<file path="src/rtl/ram_march_bist_pkg.sv">
// Shared constants for the March C- (reduced) RAM self-test: default geometry
// and the state encoding of the test sequencer.
`default_nettype none

package ram_march_bist_pkg;

  localparam int DEF_ADDR_WIDTH = 9;
  localparam int DEF_DATA_WIDTH = 8;
  localparam int DEF_DEPTH      = 512;

  localparam int STATE_WIDTH = 4;

  localparam logic [STATE_WIDTH-1:0] ST_IDLE  = 4'd0;
  localparam logic [STATE_WIDTH-1:0] ST_M0    = 4'd1;
  localparam logic [STATE_WIDTH-1:0] ST_M1_R  = 4'd2;
  localparam logic [STATE_WIDTH-1:0] ST_M1_W  = 4'd3;
  localparam logic [STATE_WIDTH-1:0] ST_M2_R  = 4'd4;
  localparam logic [STATE_WIDTH-1:0] ST_M2_W  = 4'd5;
  localparam logic [STATE_WIDTH-1:0] ST_M3    = 4'd6;
  localparam logic [STATE_WIDTH-1:0] ST_DRAIN = 4'd7;
  localparam logic [STATE_WIDTH-1:0] ST_DONE  = 4'd8;

endpackage

`default_nettype wire

</file>
<file path="src/rtl/ram_bist_checker.sv">
// Read-data checker: one-stage expect/address pipeline aligned with the RAM's
// read latency, first-failure capture and a saturating mismatch counter.
`default_nettype none

module ram_bist_checker #(
  parameter int ADDR_WIDTH = 9,
  parameter int DATA_WIDTH = 8
) (
  input  logic                  clk,
  input  logic                  rst,
  input  logic                  clear,
  input  logic                  chk_valid,
  input  logic [ADDR_WIDTH-1:0] chk_addr,
  input  logic [DATA_WIDTH-1:0] chk_exp,
  input  logic [DATA_WIDTH-1:0] rd_data,
  output logic [ADDR_WIDTH-1:0] fail_addr,
  output logic [DATA_WIDTH-1:0] fail_exp,
  output logic [DATA_WIDTH-1:0] fail_got,
  output logic [7:0]            err_count,
  output logic                  clean_next
);

  logic                  pipe_valid;
  logic [ADDR_WIDTH-1:0] pipe_addr;
  logic [DATA_WIDTH-1:0] pipe_exp;
  logic                  mismatch;

  assign mismatch   = pipe_valid && (rd_data != pipe_exp);
  // Lets the sequencer latch pass in the same edge as the final comparison.
  assign clean_next = (err_count == 8'd0) && !mismatch;

  always_ff @(posedge clk or posedge rst) begin
    if (rst) begin
      pipe_valid <= 1'b0;
      pipe_addr  <= '0;
      pipe_exp   <= '0;
      fail_addr  <= '0;
      fail_exp   <= '0;
      fail_got   <= '0;
      err_count  <= 8'd0;
    end else if (clear) begin
      pipe_valid <= 1'b0;
      pipe_addr  <= '0;
      pipe_exp   <= '0;
      fail_addr  <= '0;
      fail_exp   <= '0;
      fail_got   <= '0;
      err_count  <= 8'd0;
    end else begin
      pipe_valid <= chk_valid;
      pipe_addr  <= chk_addr;
      pipe_exp   <= chk_exp;
      if (mismatch) begin
        // The counter saturates, so zero means no earlier failure was seen.
        if (err_count == 8'd0) begin
          fail_addr <= pipe_addr;
          fail_exp  <= pipe_exp;
          fail_got  <= rd_data;
        end
        if (err_count != 8'hFF) begin
          err_count <= err_count + 8'd1;
        end
      end
    end
  end

endmodule

`default_nettype wire

</file>
<file path="src/rtl/ram_march_bist.sv">
// March C- (reduced) BIST sequencer for a synchronous dual-port RAM; every
// RAM-side output is registered from the next-state decode.
`default_nettype none

module ram_march_bist
  import ram_march_bist_pkg::*;
#(
  parameter int ADDR_WIDTH = DEF_ADDR_WIDTH,
  parameter int DEPTH      = DEF_DEPTH,
  parameter int DATA_WIDTH = DEF_DATA_WIDTH,
  parameter logic [DATA_WIDTH-1:0] PATTERN = DATA_WIDTH'('h55)
) (
  input  logic                  clk,
  input  logic                  rst,
  input  logic                  start,
  output logic                  wr_enb,
  output logic [ADDR_WIDTH-1:0] wr_addr,
  output logic [DATA_WIDTH-1:0] wr_data,
  output logic                  rd_enb,
  output logic [ADDR_WIDTH-1:0] rd_addr,
  input  logic [DATA_WIDTH-1:0] rd_data,
  output logic                  busy,
  output logic                  done,
  output logic                  pass,
  output logic [ADDR_WIDTH-1:0] fail_addr,
  output logic [DATA_WIDTH-1:0] fail_exp,
  output logic [DATA_WIDTH-1:0] fail_got,
  output logic [7:0]            err_count
);

  localparam logic [ADDR_WIDTH-1:0] LAST_ADDR = ADDR_WIDTH'(DEPTH - 1);
  localparam logic [DATA_WIDTH-1:0] PATTERN_N = ~PATTERN;

  logic [STATE_WIDTH-1:0] state;
  logic [STATE_WIDTH-1:0] next_state;
  logic [ADDR_WIDTH-1:0]  addr;
  logic [ADDR_WIDTH-1:0]  next_addr;
  logic                   start_test;

  logic                  nx_wr_enb;
  logic [ADDR_WIDTH-1:0] nx_wr_addr;
  logic [DATA_WIDTH-1:0] nx_wr_data;
  logic                  nx_rd_enb;
  logic [ADDR_WIDTH-1:0] nx_rd_addr;
  logic [DATA_WIDTH-1:0] nx_rd_exp;
  logic                  nx_busy;
  logic [DATA_WIDTH-1:0] rd_exp;
  logic                  clean_next;

  assign start_test = (state == ST_IDLE) && start;

  always_comb begin
    next_state = state;
    next_addr  = addr;
    case (state)
      ST_IDLE: begin
        if (start) begin
          next_state = ST_M0;
          next_addr  = '0;
        end
      end
      ST_M0: begin
        if (addr == LAST_ADDR) begin
          next_state = ST_M1_R;
          next_addr  = '0;
        end else begin
          next_addr = addr + 1'b1;
        end
      end
      ST_M1_R: next_state = ST_M1_W;
      ST_M1_W: begin
        if (addr == LAST_ADDR) begin
          next_state = ST_M2_R;
          next_addr  = LAST_ADDR;
        end else begin
          next_state = ST_M1_R;
          next_addr  = addr + 1'b1;
        end
      end
      ST_M2_R: next_state = ST_M2_W;
      ST_M2_W: begin
        // Terminal test on zero keeps the descending count from underflowing.
        if (addr == '0) begin
          next_state = ST_M3;
          next_addr  = '0;
        end else begin
          next_state = ST_M2_R;
          next_addr  = addr - 1'b1;
        end
      end
      ST_M3: begin
        if (addr == LAST_ADDR) begin
          next_state = ST_DRAIN;
        end else begin
          next_addr = addr + 1'b1;
        end
      end
      ST_DRAIN: next_state = ST_DONE;
      default:  next_state = ST_IDLE;
    endcase
  end

  // RAM command decode for the cycle the FSM is about to enter.
  always_comb begin
    nx_wr_enb  = 1'b0;
    nx_wr_addr = '0;
    nx_wr_data = '0;
    nx_rd_enb  = 1'b0;
    nx_rd_addr = '0;
    nx_rd_exp  = '0;
    case (next_state)
      ST_M0, ST_M2_W: begin
        nx_wr_enb  = 1'b1;
        nx_wr_addr = next_addr;
        nx_wr_data = PATTERN;
      end
      ST_M1_W: begin
        nx_wr_enb  = 1'b1;
        nx_wr_addr = next_addr;
        nx_wr_data = PATTERN_N;
      end
      ST_M1_R, ST_M3: begin
        nx_rd_enb  = 1'b1;
        nx_rd_addr = next_addr;
        nx_rd_exp  = PATTERN;
      end
      ST_M2_R: begin
        nx_rd_enb  = 1'b1;
        nx_rd_addr = next_addr;
        nx_rd_exp  = PATTERN_N;
      end
      default: ;
    endcase
    nx_busy = (next_state != ST_IDLE) && (next_state != ST_DONE);
  end

  always_ff @(posedge clk or posedge rst) begin
    if (rst) begin
      state   <= ST_IDLE;
      addr    <= '0;
      wr_enb  <= 1'b0;
      wr_addr <= '0;
      wr_data <= '0;
      rd_enb  <= 1'b0;
      rd_addr <= '0;
      rd_exp  <= '0;
      busy    <= 1'b0;
      done    <= 1'b0;
      pass    <= 1'b0;
    end else begin
      state   <= next_state;
      addr    <= next_addr;
      wr_enb  <= nx_wr_enb;
      wr_addr <= nx_wr_addr;
      wr_data <= nx_wr_data;
      rd_enb  <= nx_rd_enb;
      rd_addr <= nx_rd_addr;
      rd_exp  <= nx_rd_exp;
      busy    <= nx_busy;
      done    <= (next_state == ST_DONE);
      if (start_test) begin
        pass <= 1'b0;
      end else if (next_state == ST_DONE) begin
        pass <= clean_next;
      end
    end
  end

  ram_bist_checker #(
    .ADDR_WIDTH (ADDR_WIDTH),
    .DATA_WIDTH (DATA_WIDTH)
  ) u_checker (
    .clk        (clk),
    .rst        (rst),
    .clear      (start_test),
    .chk_valid  (rd_enb),
    .chk_addr   (rd_addr),
    .chk_exp    (rd_exp),
    .rd_data    (rd_data),
    .fail_addr  (fail_addr),
    .fail_exp   (fail_exp),
    .fail_got   (fail_got),
    .err_count  (err_count),
    .clean_next (clean_next)
  );

endmodule

`default_nettype wire

</file>
<file path="config.mk">
export PLATFORM = sky130hd
export DESIGN_NAME = ram_march_bist
export DESIGN_NICKNAME = d
export VERILOG_FILES = /design/src/rtl/ram_march_bist_pkg.sv /design/src/rtl/ram_bist_checker.sv /design/src/rtl/ram_march_bist.sv
export SDC_FILE = /design/constraint.sdc
export NUM_CORES = 1
export LEC_CHECK = 0
export ABC_AREA = 1
export ABC_CLOCK_PERIOD_IN_PS = 3050
export CORE_MARGIN = 3
export CORE_UTILIZATION = 35
export DETAILED_ROUTE_END_ITERATION = 16
export GPL_ROUTABILITY_DRIVEN = 1
export PLACE_DENSITY = 0.61
export SYNTH_ARGS = -nofsm -noshare
export SYNTH_HDL_FRONTEND = slang
export SYNTH_SLANG_ARGS = --single-unit
</file>
<file path="constraint.sdc">
create_clock -name clk -period 3.05 [get_ports clk]
set_input_delay 0.305 -clock clk [delete_from_list [all_inputs] [get_ports clk]]
set_output_delay 0.305 -clock clk [all_outputs]
set_load 0.03 [all_outputs]
</file>
Yosys cells after proc, flatten, opt, wreduce, memory -nomap -nowiden

Cells that the tools add are included.

Input port bits: 11
Flip-flop bits (word level): 103

Add/sub/neg operators: 3
Muxes and demuxes: 35
Equality and inequality tests: 18
Reduce and logical (&&, ||, !) cells: 19

Operator list:

| operator            | number |
|---|---|
| $mux 9              | 11 |
| $mux 8              | 10 |
| $pmux 9 s5          | 1 |
| $pmux 4 s8          | 1 |
| $pmux 8 s2          | 2 |
| $eq 4x3->1 const B  | 7 |
| $eq 4x2->1 const B  | 4 |
| $mux 4              | 3 |
| $add 9x1->9 const B | 1 |
| $eq 9x9->1 const B  | 1 |
| $logic_not 9->1     | 1 |
| $sub 9x1->9 const B | 1 |
| $add 8x1->8 const B | 1 |
| $eq 4x1->1 const B  | 2 |
| $logic_not 8->1     | 1 |
| $ne 8x8->1          | 1 |
| $ne 8x8->1 const B  | 1 |
| $reduce_bool 2->1   | 4 |
| $reduce_or 3->1     | 2 |
| $mux 1              | 5 |
| $eq 4x4->1 const B  | 1 |
| $logic_and 1x1->1   | 4 |
| $logic_not 4->1     | 1 |
| $ne 4x4->1 const B  | 1 |
| other kinds (6)     | 8 |

Logic depth before layout (Yosys ltp)

Gate-level depths: netlist (run 1).

Word-level depth: 6
Depth in mapped cells: 15
Gate-level depth less buffers: 15

By module

A second synthesis (run 1) with hierarchy kept.

Cells, all modules: 610
Area, all modules: 4,679.5 um2

By module, submodules not included:

| module           | cells each | area an instance (um2) | sequential area each (um2) | instances |
|---|---|---|---|---|
| ram_bist_checker | 317        | 2,428.6                | 1,276.2                    | 1 |
| ram_march_bist   | 293        | 2,250.9                | 1,001.0                    | 1 |

Worst setup path after synthesis (run 1)

No wires, ideal clock.

Path type: flip-flop to flip-flop
From: register addr[0]
To: register rd_addr[0]
Stages on the path, launching flop included: 15
Arrival: 2.167 ns
Setup slack: 0.757 ns
Library setup time: 0.126 ns
Clock period less this slack: 2.293 ns
Cell sequence: dfrtp_1 ha_1 nand2_1 nor2_1 nand3_1 nor2_1 ha_1 inv_1 buf_2 ha_1 nor2_1 nor3_1 nand2_1 nor2_2 nor2_1

Cells in the longest elaborated chain, start to end: 6
Elaborated cells on any way between the ends: 20
Classes of those cells: add/sub (2); eq/ne (4); mux (12); reduce/logical (2)

RTL lines:

| element                                       | line                  | RTL |
|---|---|---|
| from (decl)                                   | ram_march_bist.sv:36  | `logic [ADDR_WIDTH-1:0] addr;` |
| from (signal assigned)                        | ram_march_bist.sv:152 | `addr <= next_addr;` |
| $eq 9x9->1 or $logic_not 9->1 (tied branches) | n/a                   |  |
| $mux 4, or another cell as far along          | ram_march_bist.sv:92  | `if (addr == LAST_ADDR) begin` |
| $pmux 4 s8                                    | ram_march_bist.sv:55  | `case (state)` |
| $eq 4x3->1 or $eq 4x2->1 (tied branches)      | ram_march_bist.sv:111 | `case (next_state)` |
| $reduce_or 3->1 (no line)                     | n/a                   |  |
| $mux 9 *                                      | ram_march_bist.sv:111 |  |
| named net nx_rd_addr[0]                       | ram_march_bist.sv:44  | `logic [ADDR_WIDTH-1:0] nx_rd_addr;` |
| to (signal assigned)                          | ram_march_bist.sv:157 | `rd_addr <= nx_rd_addr;` |
| to (decl)                                     | ram_march_bist.sv:20  | `output logic [ADDR_WIDTH-1:0] rd_addr,` |

Mark *: on every way through the listed nets, which the timed path passes. The rest lies on a longest branch.
A chain may end at the register's enable or synchronous reset.

Final worst setup path (run 1)

From: register addr[0]
To: register rd_addr[3]

The elaborated chain is that of the path after synthesis.

==> impl_metrics.tcl, run 1 <==
set metrics [dict create \
    synth-async-reset-ratio 1.00 \
    unrepaired_setup_endpoints_after_global_routing "no" \
    synth_area_leader_cell "sky130_fd_sc_hd__dfrtp_1" \
    die_height_um 113 \
    final_period_utilization 0.865 \
    initial_core_util 0.363 \
    post_cts.repair.setup_buffers 0 \
    die_area_um2 12800 \
    finalSetupViolations 0 \
    worst_ir_drop_vdd_mv 0.449 \
    cts_resized 0 \
    layout.cells.most_common "sky130_fd_sc_hd__nand2_1" \
    post_drt_wl_per_cell_um 13.5 \
    vias_per_cell 4.71 \
    via_count_of_the_first_global_routing_pass 3288 \
    ordered_list_of_cells_on_the_worst_path "ha_1 -> nand2_1 -> nor2_1 -> nand3_1 -> nor2_1 -> ha_1 -> inv_1 -> nand3_1 -> nand2_1 -> o21ai_0 -> nand2_1 -> nor2_2 -> nor2_1" \
    crit_arrival_ns 2.84 \
    rows 38 \
    detailedPlace.worstSlack_ns 0.437 \
    fp.dieW_um 113 \
    fmax_mhz 379 \
    timing.critical_path.from_type "flop" \
    filler_cells_inserted 1092 \
    mapped_nets 523 \
    p_per_area_nw_per_um2 664 \
    synth.lib_cells_used.distinct 28 \
    setup.worst_path.end_class "flop" \
    clock_tree.htree_level_count 3 \
    cpPeakStageDelay_ns 0.39 \
    wire_length_of_the_first_global_routing_pass_mm 16.5 \
    core-area_um2 11000 \
    clock_tree_from_tritoncts "yes" \
    largest_net_degree_at_the_start_of_global_routing 80 \
    multiInputGateArea_um2 1590 \
    slew_headroom 0.521 \
    synth_enable_flop_cells 0 \
    ports 75 \
    run_status "finished clean" \
    clkSinkCount 79 \
    cpMaxStageDelayCell "sky130_fd_sc_hd__dfrtp_1" \
    grt_antenna_before_repair 0 \
    fin_tns_setup_ns 0 \
    clockRootBuffer "sky130_fd_sc_hd__clkbuf_16" \
    synthesis_stage_register_bit_count 79 \
    dp.final_hpwl_mm 6.98 \
    cts.reportedPaths.clkPinSlew_ns 0.06 \
    crit_required_ns 3.25 \
    worst-setup-path-type "reg -> reg" \
    seq_area_frac_synth 0.493 \
    min_setup_slack_post_route_ns 0.411 \
    routed_wl_mm 9.61 \
    place.gp.congestion 0.900 \
    detail_route.drc_violations 0 \
    r2r_slack_ns 0.41 \
    first_pass_iters 4 \
    synthesis.yosys.warnings 0 \
    holdCritPathClass "in -> async" \
    worst-path-max-fanout 7 \
    numCtsBuffers 9 \
    hold_buffers 0 \
    overall_via_count_from_detail_route 3360 \
    synth_flop_cell "sky130_fd_sc_hd__dfrtp_1" \
    place.port_buffers 74 \
    netlist.area_leader.share 0.493 \
    totalPowerFinal_mw 3.43 \
    fraction_of_final_layout_cells_with_drive_strength_greater_than_1 0.0908 \
    dr.first_iter.drc_count 209 \
    antennaDiodeCount 0 \
    timing_worst_slew_pin_value_ns 0.718 \
    postSynthAreaPerCell_um2 7.97 \
    regArea_um2 1980 \
    clock_latency_late_sink_ns 0.32 \
    worst-path-buf-inv 1 \
    crit_family "simple AND/OR/NAND/NOR gates" \
    final_nets 588 \
    period_needed_ns 2.64 \
    netlist_instances 503 \
    synth.top_cells.by_area "sky130_fd_sc_hd__dfrtp_1, sky130_fd_sc_hd__nand2_1, sky130_fd_sc_hd__inv_1, sky130_fd_sc_hd__nor2_1, sky130_fd_sc_hd__nand3_1" \
    grt_overflow 0 \
    grt.total_usage 0.159 \
    layout_common_cells "sky130_fd_sc_hd__nand2_1, sky130_fd_sc_hd__dfrtp_1, sky130_fd_sc_hd__clkdlybuf4s50_1" \
    fin_skew_ns 0.00716 \
    timing_max_transition_violations_final 0 \
    post_synth_instance_area_um2 4010 \
    area_growth_pct 29.1 \
    detail-route-antenna-nets 0 \
    max-cap-violations 0 \
    fin_worst_hold_slack_ns 0.388 \
    cellLeakagePower_nw 2.77 \
    cts.path.max_buffers 2 \
    hold_violations 0 \
]
## layout make-up
| class | count | share of cell area |
|---|---|---|
| Sequential cell | 79 | 0.382 |
| Clock inverter | 6 | 0.0271 |
| Timing Repair Buffer | 77 | 0.150 |
| Multi-Input combinational cell | 328 | 0.308 |
| Inverter | 73 | 0.0532 |
| Tap cell | 140 | 0.0339 |
| Clock buffer | 10 | 0.0462 |
## final timing paths
| check | start | to | depth (start not counted) |
|---|---|---|---|
| setup / recovery | addr[0] | rd_addr[3] | 13 |
| hold / removal | rst | u_checker.fail_got[6] | 3 |
| setup reg to reg | addr[0] | rd_addr[3] | 13 |
| hold reg to reg | rd_exp[5] | u_checker.pipe_exp[5] | 2 |
| max in group asynchronous | rst | state[1] | 3 |
| min in group clk | rd_exp[5] | u_checker.pipe_exp[5] | 2 |
## worst reg2reg max path, cell delays in order, from the launching register on
cell,delay [ns]
sky130_fd_sc_hd__dfrtp_1,0.39
sky130_fd_sc_hd__ha_1,0.18
sky130_fd_sc_hd__nand2_1,0.10
sky130_fd_sc_hd__nor2_1,0.15
sky130_fd_sc_hd__nand3_1,0.10
sky130_fd_sc_hd__nor2_1,0.19
sky130_fd_sc_hd__ha_1,0.30
sky130_fd_sc_hd__inv_1,0.17
sky130_fd_sc_hd__nand3_1,0.16
sky130_fd_sc_hd__nand2_1,0.17
sky130_fd_sc_hd__o21ai_0,0.26
sky130_fd_sc_hd__nand2_1,0.10
sky130_fd_sc_hd__nor2_2,0.16
sky130_fd_sc_hd__nor2_1,0.08
## flip-flops by register name, indices dropped and copies added, names as in the netlist
name and count:
addr 9, u_checker.fail_exp 2, rd_addr 9, done 1
wr_addr 9, pass 1, u_checker.pipe_valid 1, rd_enb 1
rd_exp 2, u_checker.pipe_exp 2, state 4, wr_data 2
u_checker.pipe_addr 9, u_checker.fail_addr 9, u_checker.err_count 8, u_checker.fail_got 8
wr_enb 1, busy 1
## synth_stat cells (5+ instances only)
cell type	count
sky130_fd_sc_hd__xor2_1	9
sky130_fd_sc_hd__dfrtp_1	79
sky130_fd_sc_hd__buf_4	16
sky130_fd_sc_hd__nand2_2	5
sky130_fd_sc_hd__nand2_1	142
sky130_fd_sc_hd__nand3_1	46
sky130_fd_sc_hd__nand4_1	6
sky130_fd_sc_hd__ha_1	9
sky130_fd_sc_hd__inv_1	67
sky130_fd_sc_hd__nor2_1	62
sky130_fd_sc_hd__inv_2	6
sky130_fd_sc_hd__o21ai_0	12
sky130_fd_sc_hd__nor2_2	9
sky130_fd_sc_hd__a21oi_1	8
sky130_fd_sc_hd__nor3_1	6
## power breakdown
group,switching [mW],internal (mW),total [mW]
Clock,0.424,0.912,1.34
Sequential,0.106,1.17,1.27
Combinational,0.485,0.341,0.826
## cells by family after synthesis
| group | after synthesis | share of synthesized area |
|---|---|---|
| fa+ha+maj | 9 | 0.0281 |
| simple gates | 286 | 0.313 |
| flops | 79 | 0.493 |
| buf+inv | 96 | 0.110 |
| compound gates | 24 | 0.0362 |
| xor+xnor | 9 | 0.0197 |
## per-layer routing
layer,vias up,GRT usage,part of all wire
met4,0,0.0529,0.013
met3,9,0.0209,0.042
met1,1602,0.224,0.47
li1,1661,-,-
met5,-,0,0
met2,88,0.255,0.47
## through the flow
step	std cells	util	cell area (um^2)
final	713	0.469	5170
after detailed placement	697	0.435	4790
after global routing	713	0.469	5170
after global placement	697	0.435	4790
after floorplan	503	-	4010
after CTS	713	0.469	5170
No activity file was read; power rests on OpenSTA's default activity.
==> run 2: changes to the inputs <==
--- a/config.mk
+++ b/config.mk
@@ -11,7 +11,7 @@
 export CORE_UTILIZATION = 35
 export DETAILED_ROUTE_END_ITERATION = 16
 export GPL_ROUTABILITY_DRIVEN = 1
-export PLACE_DENSITY = 0.61
+export PLACE_DENSITY = 0.57
 export SYNTH_ARGS = -nofsm -noshare
 export SYNTH_HDL_FRONTEND = slang
 export SYNTH_SLANG_ARGS = --single-unit
==> run 2 against run 1 <==
Cell area down 0.80%. Clock skew shrank 0.0019 ns. Clock power down 16%. Cell count is 0.56% higher. Setup slack worse by 0.076 ns. Sequential share of layout area rose by 0.31 points. Fmax is 2.8% lower.
==> impl_metrics.tcl, run 2 (synthesis gave the netlist of run 1 again) <==
set metrics [dict create \
    cts.reportedPaths.clkPinSlew_ns 0.06 \
    ordered_list_of_cells_on_the_worst_path "ha_1 -> nand2_1 -> nor2_1 -> nand3_1 -> nor2_1 -> ha_2 -> clkinvlp_4 -> nand3_1 -> nand2_1 -> o21ai_0 -> nand2_1 -> nor2_2 -> nor2_1" \
    rows 38 \
    final_nets 592 \
    run_status "finished clean" \
    finalSetupViolations 0 \
    die_area_um2 12800 \
    post_drt_wl_per_cell_um 13.1 \
    numPlacedInstances 698 \
    detailedPlace.worstSlack_ns 0.379 \
    finalCoreUtilization 0.465 \
    hold_buffers 0 \
    crit_family "simple AND/OR/NAND/NOR gates" \
    cts.path.max_buffers 2 \
    hold_violations 0 \
    initial_core_util 0.363 \
    worst-path-max-fanout 10 \
    via_count_of_the_first_global_routing_pass 3155 \
    clock_tree_from_tritoncts "yes" \
    fin_skew_ns 0.00530 \
    worst_ir_drop_vdd_mv 0.474 \
    grt_antenna_before_repair 0 \
    dr.first_iter.drc_count 150 \
    vias_per_cell 4.60 \
    worst-path-buf-inv 1 \
    switchingPower_mw 1.04 \
    holdCritPathClass "in -> async" \
    period_needed_ns 2.71 \
    timing_worst_slew_pin_value_ns 0.716 \
    die_height_um 113 \
    unrepaired_setup_endpoints_after_global_routing "no" \
    fmax_mhz 368 \
    area_growth_pct 28.0 \
    timing_max_transition_violations_final 0 \
    grt_overflow 0 \
    min_setup_slack_post_route_ns 0.335 \
    p_per_area_nw_per_um2 626 \
    power.sequential.fraction 0.395 \
    overall_via_count_from_detail_route 3295 \
    p_int_mw 2.18 \
    fin_tns_setup_ns 0 \
    crit_required_ns 3.26 \
    grt.total_usage 0.152 \
    detail-route-antenna-nets 0 \
    dp.final_hpwl_mm 6.93 \
    antennaDiodeCount 0 \
    timing.critical_path.from_type "flop" \
    detail_route.drc_violations 0 \
    numCtsBuffers 9 \
    place.gp.congestion 0.921 \
    clkSinkCount 79 \
    final_period_utilization 0.890 \
    slew_headroom 0.522 \
    fraction_of_final_layout_cells_with_drive_strength_greater_than_1 0.101 \
    first_pass_iters 4 \
    power.switching_fraction 0.323 \
    ports 75 \
    clockRootBuffer "sky130_fd_sc_hd__clkbuf_16" \
    r2r_slack_ns 0.34 \
    power_frac_clock 0.349 \
    combPwrFrac 0.256 \
    worst-setup-path-type "reg -> reg" \
    cellLeakagePower_nw 2.74 \
    setup.worst_path.end_class "flop" \
    count_of_placed_standard_cells_in_the_final_layout_fillers_left_out 717 \
    fp.dieW_um 113 \
    layout_common_cells "sky130_fd_sc_hd__nand2_1, sky130_fd_sc_hd__dfrtp_1, sky130_fd_sc_hd__clkdlybuf4s50_1" \
    largest_net_degree_at_the_start_of_global_routing 42 \
    layout.cells.most_common "sky130_fd_sc_hd__nand2_1" \
    wire_length_of_the_first_global_routing_pass_mm 15.6 \
    cpMaxStageDelayCell "sky130_fd_sc_hd__dfrtp_1" \
    place.port_buffers 74 \
    cpPeakStageDelay_ns 0.41 \
    crit_arrival_ns 2.92 \
    clock_latency_late_sink_ns 0.33 \
    max-cap-violations 0 \
    routed_wl_mm 9.40 \
    clock_tree.htree_level_count 3 \
    core-area_um2 11000 \
]
[run 2: layer usage]
metal | share of wire | track usage | vias to the layer above
li1 | - | - | 1672
met4 | 0.0067 | 0.0337 | 0
met2 | 0.47 | 0.241 | 72
met1 | 0.47 | 0.209 | 1546
met3 | 0.048 | 0.0422 | 5
met5 | 0 | 0 | -
[run 2: final timing paths]
kind	startpoint	cells after the start	to
setup reg to reg	addr[1]	13	rd_addr[1]
hold / removal	rst	2	u_checker.fail_got[5]
hold reg to reg	u_checker.pipe_addr[7]	2	u_checker.fail_addr[7]
max in group asynchronous	rst	3	wr_addr[2]
setup / recovery	addr[1]	13	rd_addr[1]
min in group clk	u_checker.pipe_addr[7]	2	u_checker.fail_addr[7]
[run 2: what timing repair did]
action                     in CTS  in global routing
resized for setup               0                  2
setup buffers                   0                  3
setup endpoints to repair       0                  2
[run 2: final cells by class]
| type | instances | area (um^2) |
|---|---|---|
| fillers | 1084 | 5900 |
| multi-input cells | 328 | 1590 |
| inverters | 73 | 279 |
| well taps | 140 | 175 |
| clock inverters | 6 | 75.1 |
| clock buffers | 10 | 239 |
| repair buffers | 81 | 793 |
| flip-flops and latches | 79 | 1980 |
[run 2: power groups by stage]
stage | Sequential [mW] | Clock [mW] | Combinational [mW]
floorplan | 1.51 | 0 | 0.282
global placement | 1.29 | 0 | 0.824
detailed placement | 1.29 | 0 | 0.831
CTS | 1.27 | 1.15 | 0.833
global route | 1.29 | 1.19 | 0.886
finish | 1.27 | 1.12 | 0.823
[run 2: per-stage QoR]
| step | total power [mW] | cell area (um^2) | hold slack, ns |
|---|---|---|---|
| 2_1_floorplan | 1.80 | 4010 | 0.413 |
| 3_3_place_gp | 2.11 | 4790 | 0.425 |
| 3_5_place_dp | 2.12 | 4790 | 0.424 |
| 4_1_cts | 3.25 | 5100 | 0.366 |
| 5_1_grt | 3.37 | 5130 | 0.388 |
| 6_report | 3.21 | 5130 | 0.354 |
